File: src/rtl/sram_arb.sv
// Two-port arbiter in front of a single-port SRAM with per-port read response buffering.
// SRAM_ARB_RR_EN selects round-robin arbitration; fixed priority (port 0) otherwise.
module sram_arb #(
  parameter int AW = 15,
  parameter int DW = 32
) (
  input  logic          clk,
  input  logic          rst,
  input  logic          rq0_vld,
  output logic          rq0_rdy,
  input  logic          rq0_wen,
  input  logic [AW-1:0] rq0_addr,
  input  logic [DW-1:0] rq0_wdata,
  input  logic          rq1_vld,
  output logic          rq1_rdy,
  input  logic          rq1_wen,
  input  logic [AW-1:0] rq1_addr,
  input  logic [DW-1:0] rq1_wdata,
  output logic          rs0_vld,
  input  logic          rs0_rdy,
  output logic [DW-1:0] rs0_rdata,
  output logic          rs1_vld,
  input  logic          rs1_rdy,
  output logic [DW-1:0] rs1_rdata,
  output logic          sram_cs,
  output logic          sram_wen,
  output logic [AW-1:0] sram_addr,
  output logic [DW-1:0] sram_wdata,
  input  logic [DW-1:0] sram_rdata
);

  typedef enum logic [1:0] {
    IDLE = 2'd0,
    WAIT = 2'd1,
    HOLD = 2'd2
  } st_e;

  st_e           st_q   [2];
  logic [DW-1:0] hold_q [2];
  logic [DW-1:0] rdat   [2];

  logic [1:0] vld, wen, rsr;
  logic [1:0] rsv, take, el, gnt, rd;

  assign vld = {rq1_vld, rq0_vld};
  assign wen = {rq1_wen, rq0_wen};
  assign rsr = {rs1_rdy, rs0_rdy};

  // A read may only issue once the port's previous response is gone or leaving
  always_comb begin
    rsv  = '0;
    take = '0;
    el   = '0;
    for (int i = 0; i < 2; i++) begin
      rsv[i]  = !rst && (st_q[i] != IDLE);
      take[i] = rsv[i] && rsr[i];
      el[i]   = !rst && vld[i] &&
                (wen[i] || (st_q[i] == IDLE) || take[i]);
    end
  end

`ifdef SRAM_ARB_RR_EN
  logic last_q;

  always_comb begin
    gnt = el;
    if (el == 2'b11)
      gnt = last_q ? 2'b01 : 2'b10;
  end

  always_ff @(posedge clk) begin
    if (rst)
      last_q <= 1'b1;
    else if (|gnt)
      last_q <= gnt[1];
  end
`else
  always_comb begin
    gnt = el;
    if (el[0])
      gnt = 2'b01;
  end
`endif

  assign rd      = gnt & ~wen;
  assign rq0_rdy = gnt[0];
  assign rq1_rdy = gnt[1];

  always_comb begin
    sram_cs    = 1'b0;
    sram_wen   = 1'b0;
    sram_addr  = '0;
    sram_wdata = '0;
    unique case (1'b1)
      gnt[0]: begin
        sram_cs    = 1'b1;
        sram_wen   = rq0_wen;
        sram_addr  = rq0_addr;
        sram_wdata = rq0_wdata;
      end
      gnt[1]: begin
        sram_cs    = 1'b1;
        sram_wen   = rq1_wen;
        sram_addr  = rq1_addr;
        sram_wdata = rq1_wdata;
      end
      default: ;
    endcase
  end

  // WAIT forwards the SRAM output directly; HOLD replays the captured word
  always_comb begin
    for (int i = 0; i < 2; i++) begin
      rdat[i] = '0;
      unique case (1'b1)
        rsv[i] && (st_q[i] == WAIT): rdat[i] = sram_rdata;
        rsv[i] && (st_q[i] == HOLD): rdat[i] = hold_q[i];
        default: ;
      endcase
    end
  end

  assign rs0_vld   = rsv[0];
  assign rs1_vld   = rsv[1];
  assign rs0_rdata = rdat[0];
  assign rs1_rdata = rdat[1];

  always_ff @(posedge clk) begin
    if (rst) begin
      for (int i = 0; i < 2; i++) begin
        st_q[i]   <= IDLE;
        hold_q[i] <= '0;
      end
    end else begin
      for (int i = 0; i < 2; i++) begin
        unique case (st_q[i])
          IDLE: if (rd[i]) st_q[i] <= WAIT;
          WAIT: begin
            if (rsr[i]) begin
              st_q[i] <= rd[i] ? WAIT : IDLE;
            end else begin
              st_q[i]   <= HOLD;
              hold_q[i] <= sram_rdata;
            end
          end
          HOLD: if (rsr[i]) st_q[i] <= rd[i] ? WAIT : IDLE;
          default: st_q[i] <= IDLE;
        endcase
      end
    end
  end

endmodule

File: config.mk
export PLATFORM = sky130hd
export DESIGN_NAME = sram_arb
export DESIGN_NICKNAME = d
export VERILOG_FILES = /design/src/rtl/sram_arb.sv
export SDC_FILE = /design/constraint.sdc
export NUM_CORES = 1
export LEC_CHECK = 0
export CORE_MARGIN = 2
export CORE_UTILIZATION = 39
export DETAILED_ROUTE_END_ITERATION = 7
export HOLD_SLACK_MARGIN = 0.1
export PLACE_DENSITY = 0.88
export SLEW_MARGIN = 20
export SYNTH_ARGS = -nofsm -noshare
export SYNTH_HDL_FRONTEND = slang
export SYNTH_SLANG_ARGS = --single-unit
File: constraint.sdc
create_clock -name clk -period 7.5 [get_ports clk]
set_input_delay 0.75 -clock clk [delete_from_list [all_inputs] [get_ports clk]]
set_output_delay 0.75 -clock clk [all_outputs]
set_load 0.005 [all_outputs]
==> flow_results.xml, run 1 <==
<?xml version="1.0" encoding="UTF-8"?>
<metrics>
  <group name="placed_design">
    <metric name="dp.final_hpwl" unit="um">10300</metric>
    <metric name="dpl_worst_slack" unit="ns">2.68</metric>
    <metric name="place.gp.congestion" unit="">0.838</metric>
    <metric name="placement.io_buffers" unit="">250</metric>
  </group>
  <group name="clock_network">
    <metric name="clock_tree_from_tritoncts" unit="">done</metric>
    <metric name="ctsLongestPathBuffers" unit="">2</metric>
    <metric name="numCtsBuffers" unit="">9</metric>
    <metric name="worstSkewPairLatency" unit="ns">0.34</metric>
    <metric name="cts_resized" unit="">0</metric>
    <metric name="path_clk_slew" unit="ns">0.07</metric>
    <metric name="post_cts_hold_buffer_count" unit="">0</metric>
    <metric name="cts_htree_levels" unit="">3</metric>
    <metric name="cts.repair_timing.setup_buffer_count" unit="">0</metric>
    <metric name="tritoncts_num_sinks" unit="">68</metric>
    <metric name="clock-root-buffer" unit="">sky130_fd_sc_hd__clkbuf_8</metric>
  </group>
  <group name="power">
    <metric name="power.leakage" unit="uW">0.00234</metric>
    <metric name="total_power_divided_by_cell_area" unit="nW/um^2">186</metric>
    <metric name="vdd_drop_max" unit="uV">159</metric>
    <metric name="power" unit="uW">1200</metric>
  </group>
  <group name="timing">
    <metric name="setup_viol" unit="">0</metric>
    <metric name="fmax" unit="MHz">206</metric>
    <metric name="timing.final.ws_setup" unit="ns">2.66</metric>
    <metric name="report.final.slew_viol_count" unit="">0</metric>
    <metric name="slew_headroom" unit="%">29.3</metric>
    <metric name="max_slew.worst_pin.slew" unit="ns">1.06</metric>
    <metric name="fin_worst_skew" unit="ns">0.00707</metric>
    <metric name="tns" unit="ns">0</metric>
    <metric name="grt_setup_unrepaired" unit="">no</metric>
    <metric name="hold_slack" unit="ns">0.751</metric>
    <metric name="period_needed" unit="ns">4.84</metric>
    <metric name="fin_crit_sh" unit="%">64.6</metric>
    <metric name="timing_hold_violations_final" unit="">0</metric>
  </group>
  <group name="logic_synthesis">
    <metric name="synth-edff-count" unit="">68</metric>
    <metric name="synth_largest_type_area_fraction" unit="%">55.9</metric>
    <metric name="netlist_top_cells_count" unit="">sky130_fd_sc_hd__a22o_1, sky130_fd_sc_hd__edfxtp_1, sky130_fd_sc_hd__nor2b_1</metric>
    <metric name="seq_area_frac_synth" unit="%">55.9</metric>
    <metric name="ys_top_cells_by_area" unit="">sky130_fd_sc_hd__edfxtp_1, sky130_fd_sc_hd__a22o_1, sky130_fd_sc_hd__nor2b_1</metric>
    <metric name="postSynthAreaPerCell" unit="um^2">13.0</metric>
    <metric name="postSynthNetCount" unit="">416</metric>
    <metric name="synth-warning-count" unit="">0</metric>
    <metric name="dominant_cell_by_count_in_the_synthesized_netlist" unit="">sky130_fd_sc_hd__a22o_1</metric>
    <metric name="yosys_register_bits" unit="">68</metric>
    <metric name="most_used_flip_flop_cell_after_synthesis" unit="">sky130_fd_sc_hd__edfxtp_1</metric>
    <metric name="synthCells" unit="">282</metric>
    <metric name="synthDominantAreaCellType" unit="">sky130_fd_sc_hd__edfxtp_1</metric>
    <metric name="ys_types" unit="">30</metric>
    <metric name="synth.cell_area" unit="um^2">3650</metric>
    <metric name="asyncSetResetFlopFracSynth" unit="%">0</metric>
  </group>
  <group name="cells_and_area">
    <metric name="syn2layout_area_growth" unit="%">76.4</metric>
    <metric name="antennaDiodeCount" unit="">0</metric>
    <metric name="layout-drive-gt1-share" unit="%">6.08</metric>
    <metric name="num-fill-cells" unit="">664</metric>
    <metric name="postLayoutCoreUtil" unit="%">70.4</metric>
    <metric name="layout.nets" unit="">655</metric>
  </group>
  <group name="flow_run">
    <metric name="cap_violations" unit="">0</metric>
  </group>
  <group name="route">
    <metric name="firstDrtPassIters" unit="">7</metric>
    <metric name="drt-vias-per-instance" unit="">5.59</metric>
    <metric name="routed_wirelength" unit="um">14600</metric>
    <metric name="wl_per_cell" unit="um">22.9</metric>
    <metric name="route.antenna.remaining_nets" unit="">0</metric>
    <metric name="drt-initial-drc-count" unit="">173</metric>
    <metric name="remaining_drc_errors" unit="">0</metric>
    <metric name="vias" unit="">3560</metric>
  </group>
  <group name="grt">
    <metric name="gr-total-overflow" unit="">0</metric>
    <metric name="globalRouteMet2Util" unit="%">46.1</metric>
    <metric name="met3_usage" unit="%">9.92</metric>
    <metric name="antenna_found_initial" unit="">0</metric>
    <metric name="global_route.usage.met1" unit="%">31.8</metric>
    <metric name="vias_in_the_first_global_route" unit="">3696</metric>
    <metric name="groute.usage.overall" unit="%">27.7</metric>
    <metric name="pin_count_of_the_biggest_net_entering_global_routing" unit="">51</metric>
    <metric name="grt_most_used_layer" unit="">met2</metric>
    <metric name="first_pass_grt_wire_length" unit="um">21000</metric>
  </group>
  <group name="die">
    <metric name="io_pins" unit="">251</metric>
    <metric name="die-area" unit="um^2">10200</metric>
    <metric name="die_ht" unit="um">101</metric>
    <metric name="floorplan.initialDensity" unit="%">39.9</metric>
    <metric name="floorplan.die.width" unit="um">101</metric>
    <metric name="floorplan.rows" unit="">35</metric>
    <metric name="core_region_area" unit="um^2">9150</metric>
  </group>
  <group name="setup_path">
    <metric name="crit_buf_inv" unit="">3</metric>
    <metric name="criticalPathCategory" unit="">input pin to output pin</metric>
    <metric name="kind_of_cell_adding_the_most_delay_to_the_critical_path" unit="">buffers and inverters</metric>
    <metric name="timing.critical_path.required" unit="ns">6.75</metric>
    <metric name="cp_max_fo" unit="">50</metric>
    <metric name="critical_path.max_stage_delay" unit="ns">0.91</metric>
    <metric name="critical_path_arrival" unit="ns">4.09</metric>
    <metric name="critPathLaunchType" unit="">input pin</metric>
    <metric name="setup.worst_path.end_class" unit="">output pin</metric>
    <metric name="reg2regPathDepth" unit="">4</metric>
    <metric name="worst-path-stages" unit="">7</metric>
    <metric name="critPathMostFrequentCell" unit="">sky130_fd_sc_hd__clkdlybuf4s50_1</metric>
    <metric name="worst_path_max_delay_cell" unit="">sky130_fd_sc_hd__nor2_4</metric>
    <metric name="path_cells" unit="">clkdlybuf4s50_1, nor2b_1, o31ai_4, inv_2, nor2_4, a22o_1, clkdlybuf4s50_1</metric>
  </group>
  <group name="hold_path">
    <metric name="min_delay_path_depth" unit="">2</metric>
    <metric name="min_path_type" unit="">flip-flop to flip-flop</metric>
  </group>
  <group name="status">
    <metric name="outcome" unit="">complete, no violations</metric>
  </group>
</metrics>
cell usage in the layout (no fill, tap or decap), types with 2 or more instances in the layout:
cell / instances
sky130_fd_sc_hd__clkbuf_8: 9
sky130_fd_sc_hd__edfxtp_1: 68
sky130_fd_sc_hd__nor2b_1: 35
sky130_fd_sc_hd__nor2_1: 6
sky130_fd_sc_hd__nor3b_2: 2
sky130_fd_sc_hd__o21ai_0: 2
sky130_fd_sc_hd__clkdlybuf4s50_1: 250
sky130_fd_sc_hd__nand2_1: 3
sky130_fd_sc_hd__inv_1: 3
sky130_fd_sc_hd__a22o_1: 111
sky130_fd_sc_hd__or2_2: 2
sky130_fd_sc_hd__buf_4: 5
sky130_fd_sc_hd__a21oi_1: 5
sky130_fd_sc_hd__o31ai_4: 2
sky130_fd_sc_hd__bufinv_16: 3
kinds of logic after synthesis:
| kind of cell | after synthesis | share of synthesized area (%) |
|---|---|---|
| AOI/OAI and AO/OA | 127 | 30.4 |
| adders and majority gates | 1 | 0.274 |
| buffers and inverters | 31 | 4.45 |
| DFF | 68 | 55.9 |
| and+or+nand+nor | 55 | 8.97 |
sequential cells by signal, summed over array words and instances (netlist names):
signal	count
hold_q	64
st_q	4
routing by layer:
metal / vias to the layer above / routed length, um / part of all wire, %
li1: 1622 / - / -
met1: 1706 / 5260 / 36
met2: 202 / 7420 / 51
met3: 30 / 1410 / 9.6
met4: 0 / 494 / 3.4
met5: - / 0 / 0
metrics by stage:
step,instance area [um^2],cells
4_1_cts,6450,637
3_5_place_dp,6210,621
3_3_place_gp,6210,621
5_1_grt,6450,637
2_1_floorplan,3650,282
6_report,6450,637
report_power, final:
group / leakage [uW] / total, uW / internal (uW) / switching (uW)
sequential: 0.000711 / 482 / 465 / 16.5
clock: 0.000115 / 361 / 221 / 140
combinational: 0.00152 / 354 / 208 / 146
total: 0.00234 / 1200 / 894 / 302
final timing paths:
check        startpoint       endpoint  slack, ns
min          st_q[1][0]     st_q[1][0]       0.75
min reg2reg  st_q[1][0]     st_q[1][0]       0.75
max                 rst  sram_addr[14]       2.66
max reg2reg  st_q[0][0]     st_q[1][1]       5.43
worst reg2reg max path, cell delays in order (launching register included):
cell and delay [ns]:
sky130_fd_sc_hd__edfxtp_1 0.43, sky130_fd_sc_hd__nor2_1 0.11, sky130_fd_sc_hd__o31ai_4 0.30, sky130_fd_sc_hd__inv_2 0.40, sky130_fd_sc_hd__o41ai_2 0.51
area by class of cell:
| class | instances | area (um^2) | share of cell area, % |
|---|---|---|---|
| clock buffers | 10 | 128 | 1.98 |
| inverters | 4 | 15.0 | 0.233 |
| clock inverters | 6 | 110 | 1.71 |
| well taps | 111 | 139 | 2.15 |
| flip-flops and latches | 68 | 2040 | 31.7 |
| repair buffers | 255 | 2540 | 39.4 |
| multi-input cells | 183 | 1470 | 22.8 |
Power figures use the tool's default switching activity.
==> run 2: changes to the inputs <==
Settings changed: CORE_UTILIZATION 39 to 32, PLACE_DENSITY 0.88 to 0.77.
Clock period 7.5 ns to 4.2 ns, I/O delays scaled along.
==> run 2 against run 1 <==
Wire length up 1.6%. Cell count up 5.7%. Hold slack better by 0.0010 ns. Sequential cell count unchanged. Sequential share of layout area down 0.62 points. Clock power up 98%. Critical path depth unchanged. First-iteration DRC count up 29%. Critical endpoint is now sram_addr[4]. Combinational power up 79%. Design area up 2.0%.
==> flow_results.xml, run 2 (same netlist as run 1, synthesis figures left out) <==
<?xml version="1.0" encoding="UTF-8"?>
<metrics>
  <group name="clock_network">
    <metric name="clock-root-buffer" unit="">sky130_fd_sc_hd__clkbuf_16</metric>
    <metric name="post_cts_hold_buffer_count" unit="">0</metric>
    <metric name="tritoncts_num_sinks" unit="">68</metric>
    <metric name="path_clk_slew" unit="ns">0.06</metric>
    <metric name="worstSkewPairLatency" unit="ns">0.33</metric>
    <metric name="clock_tree_from_tritoncts" unit="">done</metric>
    <metric name="cts_htree_levels" unit="">3</metric>
    <metric name="cts.repair_timing.setup_buffer_count" unit="">0</metric>
    <metric name="ctsLongestPathBuffers" unit="">2</metric>
    <metric name="cts_resized" unit="">0</metric>
    <metric name="numCtsBuffers" unit="">9</metric>
  </group>
  <group name="die">
    <metric name="floorplan.rows" unit="">39</metric>
    <metric name="die_ht" unit="um">111</metric>
    <metric name="floorplan.die.width" unit="um">111</metric>
    <metric name="floorplan.initialDensity" unit="%">32.4</metric>
    <metric name="die-area" unit="um^2">12300</metric>
    <metric name="core_region_area" unit="um^2">11300</metric>
    <metric name="io_pins" unit="">251</metric>
  </group>
  <group name="cells_and_area">
    <metric name="syn2layout_area_growth" unit="%">80.0</metric>
    <metric name="leading_cell_types_in_the_layout_fill_and_taps_excluded" unit="">sky130_fd_sc_hd__clkdlybuf4s50_1, sky130_fd_sc_hd__a22o_1, sky130_fd_sc_hd__edfxtp_1</metric>
    <metric name="postLayoutCoreUtil" unit="%">58.3</metric>
    <metric name="antennaDiodeCount" unit="">0</metric>
    <metric name="largest_register" unit="">hold_q</metric>
    <metric name="largest_register_ffs" unit="">64</metric>
    <metric name="layout.cells.most_common" unit="">sky130_fd_sc_hd__clkdlybuf4s50_1</metric>
    <metric name="biggest_registers_after_layout" unit="">hold_q: 64 flops, st_q: 4 flops</metric>
    <metric name="num-fill-cells" unit="">940</metric>
    <metric name="layout.nets" unit="">659</metric>
    <metric name="layout-drive-gt1-share" unit="%">6.60</metric>
  </group>
  <group name="power">
    <metric name="switching_share" unit="%">24.8</metric>
    <metric name="switching_power" unit="uW">548</metric>
    <metric name="cell_internal_pwr" unit="uW">1660</metric>
    <metric name="power.clock.fraction" unit="%">32.4</metric>
    <metric name="vdd_drop_max" unit="uV">451</metric>
    <metric name="total_power_divided_by_cell_area" unit="nW/um^2">336</metric>
    <metric name="power.combinational.fraction" unit="%">28.7</metric>
    <metric name="seqPwrFrac" unit="%">38.9</metric>
    <metric name="power.leakage" unit="uW">0.00239</metric>
  </group>
  <group name="route">
    <metric name="drt-vias-per-instance" unit="">5.29</metric>
    <metric name="vias" unit="">3560</metric>
    <metric name="firstDrtPassIters" unit="">5</metric>
    <metric name="route.antenna.remaining_nets" unit="">0</metric>
    <metric name="wl_per_cell" unit="um">22.0</metric>
    <metric name="drt-initial-drc-count" unit="">223</metric>
    <metric name="remaining_drc_errors" unit="">0</metric>
    <metric name="routed_wirelength" unit="um">14800</metric>
  </group>
  <group name="setup_path">
    <metric name="timing.critical_path.required" unit="ns">3.78</metric>
    <metric name="setup.worst_path.end_class" unit="">output pin</metric>
    <metric name="critPathLaunchType" unit="">input pin</metric>
    <metric name="criticalPathCategory" unit="">input pin to output pin</metric>
    <metric name="critical_path_arrival" unit="ns">3.15</metric>
    <metric name="cp_max_fo" unit="">36</metric>
  </group>
  <group name="timing">
    <metric name="period_needed" unit="ns">3.57</metric>
    <metric name="timing_hold_violations_final" unit="">0</metric>
    <metric name="setup_viol" unit="">0</metric>
    <metric name="report.final.slew_viol_count" unit="">0</metric>
    <metric name="hold_slack" unit="ns">0.752</metric>
    <metric name="grt_setup_unrepaired" unit="">no</metric>
    <metric name="fin_crit_sh" unit="%">84.9</metric>
    <metric name="tns" unit="ns">0</metric>
    <metric name="max_slew.worst_pin.slew" unit="ns">1.01</metric>
    <metric name="slew_headroom" unit="%">32.2</metric>
    <metric name="fmax" unit="MHz">280</metric>
    <metric name="fin_worst_skew" unit="ns">0.00448</metric>
  </group>
  <group name="grt">
    <metric name="antenna_found_initial" unit="">1</metric>
    <metric name="vias_in_the_first_global_route" unit="">3625</metric>
    <metric name="pin_count_of_the_biggest_net_entering_global_routing" unit="">49</metric>
    <metric name="gr-total-overflow" unit="">0</metric>
    <metric name="groute.usage.overall" unit="%">23.7</metric>
    <metric name="first_pass_grt_wire_length" unit="um">22300</metric>
  </group>
  <group name="status">
    <metric name="outcome" unit="">complete, no violations</metric>
  </group>
  <group name="placed_design">
    <metric name="place.gp.congestion" unit="">1.08</metric>
    <metric name="placement.io_buffers" unit="">250</metric>
    <metric name="dp.final_hpwl" unit="um">11100</metric>
  </group>
  <group name="hold_path">
    <metric name="min_path_type" unit="">flip-flop to flip-flop</metric>
  </group>
  <group name="flow_run">
    <metric name="cap_violations" unit="">0</metric>
  </group>
</metrics>
[run 2: per-stage QoR]
stage	instances	cell area [um^2]	total power (uW)	setup WS [ns]
global placement	657	6290	1500	0.711
CTS	673	6580	2230	0.606
finish	673	6580	2210	0.634
detailed placement	657	6290	1510	0.602
floorplan	282	3650	1100	1.64
global route	673	6580	2300	0.488
[run 2: layer usage]
layer	share of wire, %	GRT usage [%]	routed length [um]	vias up
li1	-	-	-	1634
met1	38	27.3	5640	1759
met2	53	41.6	7820	148
met3	7.3	8.69	1090	17
met4	1.7	6.08	252	2
met5	0.13	0	19	-
[run 2: final timing paths]
| kind | startpoint | end | slack (ns) | cells after the start |
|---|---|---|---|---|
| max | rst | sram_addr[4] | 0.63 | 7 |
| min | st_q[1][0] | st_q[1][0] | 0.75 | 2 |
| max reg2reg | st_q[1][1] | hold_q[0][5] | 1.86 | 5 |
| min reg2reg | st_q[1][0] | st_q[1][0] | 0.75 | 2 |
[run 2: cell type report]
type,count,area (um^2),share of cell area (%)
repair buffers,259,2580,39.3
multi-input cells,183,1470,22.4
inverters,4,15.0,0.228
well taps,143,179,2.72
clock inverters,6,55.1,0.837
flip-flops and latches,68,2040,31.1
clock buffers,10,229,3.48
[run 2: critical path, stage by stage]
cell	delay [ns]
sky130_fd_sc_hd__clkdlybuf4s50_1	0.68
sky130_fd_sc_hd__nor2b_1	0.37
sky130_fd_sc_hd__o31ai_4	0.16
sky130_fd_sc_hd__inv_2	0.26
sky130_fd_sc_hd__buf_4	0.42
sky130_fd_sc_hd__a22o_1	0.29
sky130_fd_sc_hd__clkdlybuf4s50_1	0.53
[run 2: power groups by stage]
| stage | Sequential (uW) | Clock [uW] | Combinational, uW |
|---|---|---|---|
| after floorplan | 864 | 0 | 235 |
| after global routing | 868 | 756 | 672 |
| final | 860 | 716 | 635 |
| after CTS | 860 | 726 | 642 |
| after detailed placement | 873 | 0 | 637 |
| after global placement | 869 | 0 | 635 |
==> run 3: changes to the inputs <==
Settings changed: CORE_UTILIZATION 32 to 36, PLACE_DENSITY 0.77 to 0.82.
Clock period 4.2 ns to 3.5 ns, I/O delays scaled along.
==> run 3 against run 2 <==
Global-route usage increased by 2.0 points. Setup slack lost 0.29 ns. Power is 14% higher. Sequential power increased by 20%. Sequential share of layout area grew 0.39 points. Largest cell class unchanged. Design area down 1.2%. Critical path depth unchanged. Hold slack got worse by 0.013 ns. Clock power increased by 2%. Count of clock-buffer cells in the layout fell by 1. Die area down 11%.
==> flow_results.xml, run 3 (same netlist as run 1, synthesis figures left out) <==
<?xml version="1.0" encoding="UTF-8"?>
<metrics>
  <group name="clock_network">
    <metric name="tritoncts_num_sinks" unit="">68</metric>
    <metric name="clock-root-buffer" unit="">sky130_fd_sc_hd__clkbuf_8</metric>
    <metric name="cts_htree_levels" unit="">3</metric>
    <metric name="ctsLongestPathBuffers" unit="">2</metric>
    <metric name="worstSkewPairLatency" unit="ns">0.35</metric>
    <metric name="clock_tree_from_tritoncts" unit="">done</metric>
    <metric name="cts.repair_timing.setup_buffer_count" unit="">0</metric>
    <metric name="cts_resized" unit="">0</metric>
    <metric name="path_clk_slew" unit="ns">0.07</metric>
    <metric name="numCtsBuffers" unit="">9</metric>
    <metric name="post_cts_hold_buffer_count" unit="">0</metric>
  </group>
  <group name="setup_path">
    <metric name="critical_path_arrival" unit="ns">2.80</metric>
    <metric name="worst_path_max_delay_cell" unit="">sky130_fd_sc_hd__clkdlybuf4s50_1</metric>
    <metric name="path_cells" unit="">clkdlybuf4s50_1, nor2b_1, o31ai_4, inv_2, buf_4, a22o_1, clkdlybuf4s50_1</metric>
    <metric name="criticalPathCategory" unit="">input pin to output pin</metric>
    <metric name="setup.worst_path.end_class" unit="">output pin</metric>
    <metric name="critPathLaunchType" unit="">input pin</metric>
    <metric name="r2r_end" unit="">st_q[1][1]</metric>
    <metric name="kind_of_cell_adding_the_most_delay_to_the_critical_path" unit="">buffers and inverters</metric>
    <metric name="critical_path.max_stage_delay" unit="ns">0.59</metric>
    <metric name="reg2regPathDepth" unit="">5</metric>
    <metric name="timing.critical_path.required" unit="ns">3.15</metric>
    <metric name="cp_max_fo" unit="">49</metric>
    <metric name="critPathMostFrequentCell" unit="">sky130_fd_sc_hd__clkdlybuf4s50_1</metric>
    <metric name="r2r-start" unit="">st_q[0][0]</metric>
    <metric name="worst-r2r-setup-slack" unit="ns">1.53</metric>
    <metric name="crit_buf_inv" unit="">4</metric>
  </group>
  <group name="die">
    <metric name="die-area" unit="um^2">11000</metric>
    <metric name="core_region_area" unit="um^2">9820</metric>
    <metric name="io_pins" unit="">251</metric>
    <metric name="die_ht" unit="um">105</metric>
    <metric name="floorplan.rows" unit="">36</metric>
    <metric name="floorplan.initialDensity" unit="%">37.2</metric>
    <metric name="floorplan.die.width" unit="um">105</metric>
  </group>
  <group name="cells_and_area">
    <metric name="layout-drive-gt1-share" unit="%">6.99</metric>
    <metric name="largest_register" unit="">hold_q</metric>
    <metric name="num-fill-cells" unit="">777</metric>
    <metric name="syn2layout_area_growth" unit="%">77.7</metric>
    <metric name="biggest_registers_after_layout" unit="">hold_q: 64 flops, st_q: 4 flops</metric>
    <metric name="largest_register_ffs" unit="">64</metric>
    <metric name="layout.nets" unit="">658</metric>
    <metric name="postLayoutCoreUtil" unit="%">66.1</metric>
    <metric name="leading_cell_types_in_the_layout_fill_and_taps_excluded" unit="">sky130_fd_sc_hd__clkdlybuf4s50_1, sky130_fd_sc_hd__a22o_1, sky130_fd_sc_hd__edfxtp_1</metric>
    <metric name="fin_cells" unit="">662</metric>
    <metric name="antennaDiodeCount" unit="">0</metric>
    <metric name="layout.cells.most_common" unit="">sky130_fd_sc_hd__clkdlybuf4s50_1</metric>
  </group>
  <group name="power">
    <metric name="switching_power" unit="uW">674</metric>
    <metric name="total_power_divided_by_cell_area" unit="nW/um^2">389</metric>
    <metric name="power.combinational.fraction" unit="%">30.2</metric>
    <metric name="cell_internal_pwr" unit="uW">1850</metric>
    <metric name="power.clock.fraction" unit="%">29.0</metric>
    <metric name="vdd_drop_max" unit="uV">434</metric>
    <metric name="switching_share" unit="%">26.7</metric>
    <metric name="seqPwrFrac" unit="%">40.9</metric>
    <metric name="power.leakage" unit="uW">0.00236</metric>
  </group>
  <group name="grt">
    <metric name="pin_count_of_the_biggest_net_entering_global_routing" unit="">50</metric>
    <metric name="antenna_found_initial" unit="">0</metric>
    <metric name="first_pass_grt_wire_length" unit="um">21500</metric>
    <metric name="groute.usage.overall" unit="%">25.6</metric>
    <metric name="gr-total-overflow" unit="">0</metric>
    <metric name="vias_in_the_first_global_route" unit="">3838</metric>
  </group>
  <group name="route">
    <metric name="route.antenna.remaining_nets" unit="">0</metric>
    <metric name="routed_wirelength" unit="um">14600</metric>
    <metric name="drt-initial-drc-count" unit="">264</metric>
    <metric name="remaining_drc_errors" unit="">0</metric>
    <metric name="firstDrtPassIters" unit="">4</metric>
    <metric name="drt-vias-per-instance" unit="">5.42</metric>
    <metric name="vias" unit="">3590</metric>
    <metric name="wl_per_cell" unit="um">22.1</metric>
  </group>
  <group name="placed_design">
    <metric name="placement.io_buffers" unit="">250</metric>
    <metric name="dpl_worst_slack" unit="ns">0.372</metric>
    <metric name="place.gp.congestion" unit="">0.964</metric>
    <metric name="dp.cells" unit="">646</metric>
    <metric name="dp.final_hpwl" unit="um">10700</metric>
  </group>
  <group name="timing">
    <metric name="timing_hold_violations_final" unit="">0</metric>
    <metric name="report.final.slew_viol_count" unit="">0</metric>
    <metric name="period_needed" unit="ns">3.15</metric>
    <metric name="grt_setup_unrepaired" unit="">no</metric>
    <metric name="slew_headroom" unit="%">27.6</metric>
    <metric name="max_slew.worst_pin.slew" unit="ns">1.08</metric>
    <metric name="fin_worst_skew" unit="ns">0.0118</metric>
    <metric name="fmax" unit="MHz">317</metric>
    <metric name="timing.final.ws_setup" unit="ns">0.348</metric>
    <metric name="tns" unit="ns">0</metric>
    <metric name="setup_viol" unit="">0</metric>
    <metric name="fin_crit_sh" unit="%">90.1</metric>
  </group>
  <group name="hold_path">
    <metric name="min_delay_path_depth" unit="">2</metric>
    <metric name="min_path_type" unit="">flip-flop to flip-flop</metric>
    <metric name="whs_endpoint" unit="">st_q[1][0]</metric>
    <metric name="hold_path_startpoint" unit="">st_q[1][0]</metric>
  </group>
  <group name="flow_run">
    <metric name="cap_violations" unit="">0</metric>
  </group>
  <group name="status">
    <metric name="outcome" unit="">complete, no violations</metric>
  </group>
</metrics>
-- run 3: worst register-to-register path, delay by kind of cell (launching register included) --
| kind | cells | cell delay [ns] |
|---|---|---|
| compound gates | 2 | 0.69 |
| buf+inv | 2 | 0.40 |
| flops | 1 | 0.44 |
| simple gates | 1 | 0.12 |
-- run 3: worst max path at each step --
stage / startpoint / depth (start not counted) / endpoint / slack, ns
2_1_floorplan: st_q[0][1] / 2 / hold_q[0][0] / 0.94
3_3_place_gp: rs0_rdy / 7 / sram_wdata[14] / 0.50
3_5_place_dp: rst / 7 / sram_addr[7] / 0.37
4_1_cts: rst / 7 / sram_wdata[14] / 0.37
5_1_grt: rst / 7 / sram_wdata[17] / 0.23
6_report: rst / 7 / sram_wdata[17] / 0.35
-- run 3: through the flow --
step	power [uW]	area (um^2)	hold slack [ns]
6_report	2520	6490	0.739
3_5_place_dp	1810	6270	0.726
2_1_floorplan	1320	3650	0.567
5_1_grt	2620	6490	0.754
3_3_place_gp	1790	6270	0.696
4_1_cts	2550	6490	0.737
-- run 3: cell type report --
type / count / area, um^2 / area share [%]
repair buffers: 258 / 2570 / 39.7
multi-input cells: 183 / 1470 / 22.7
well taps: 133 / 166 / 2.56
flip-flops and latches: 68 / 2040 / 31.4
clock buffers: 9 / 124 / 1.91
inverters: 4 / 15.0 / 0.231
clock inverters: 7 / 98.8 / 1.52
-- run 3: power groups by stage --
stage / Combinational, uW / Sequential, uW / Clock (uW)
after detailed placement: 761 / 1050 / 0
after global routing: 804 / 1040 / 775
after CTS: 766 / 1030 / 749
final: 761 / 1030 / 732
after global placement: 748 / 1040 / 0
after floorplan: 282 / 1040 / 0
-- run 3: routing by layer --
| metal | share of wire [%] | global-route usage (%) | vias up |
|---|---|---|---|
| li1 | - | - | 1632 |
| met1 | 36 | 26.8 | 1731 |
| met2 | 51 | 45.2 | 201 |
| met3 | 9.8 | 10.2 | 26 |
| met4 | 3.9 | 11.2 | 0 |
| met5 | 0 | 0 | - |
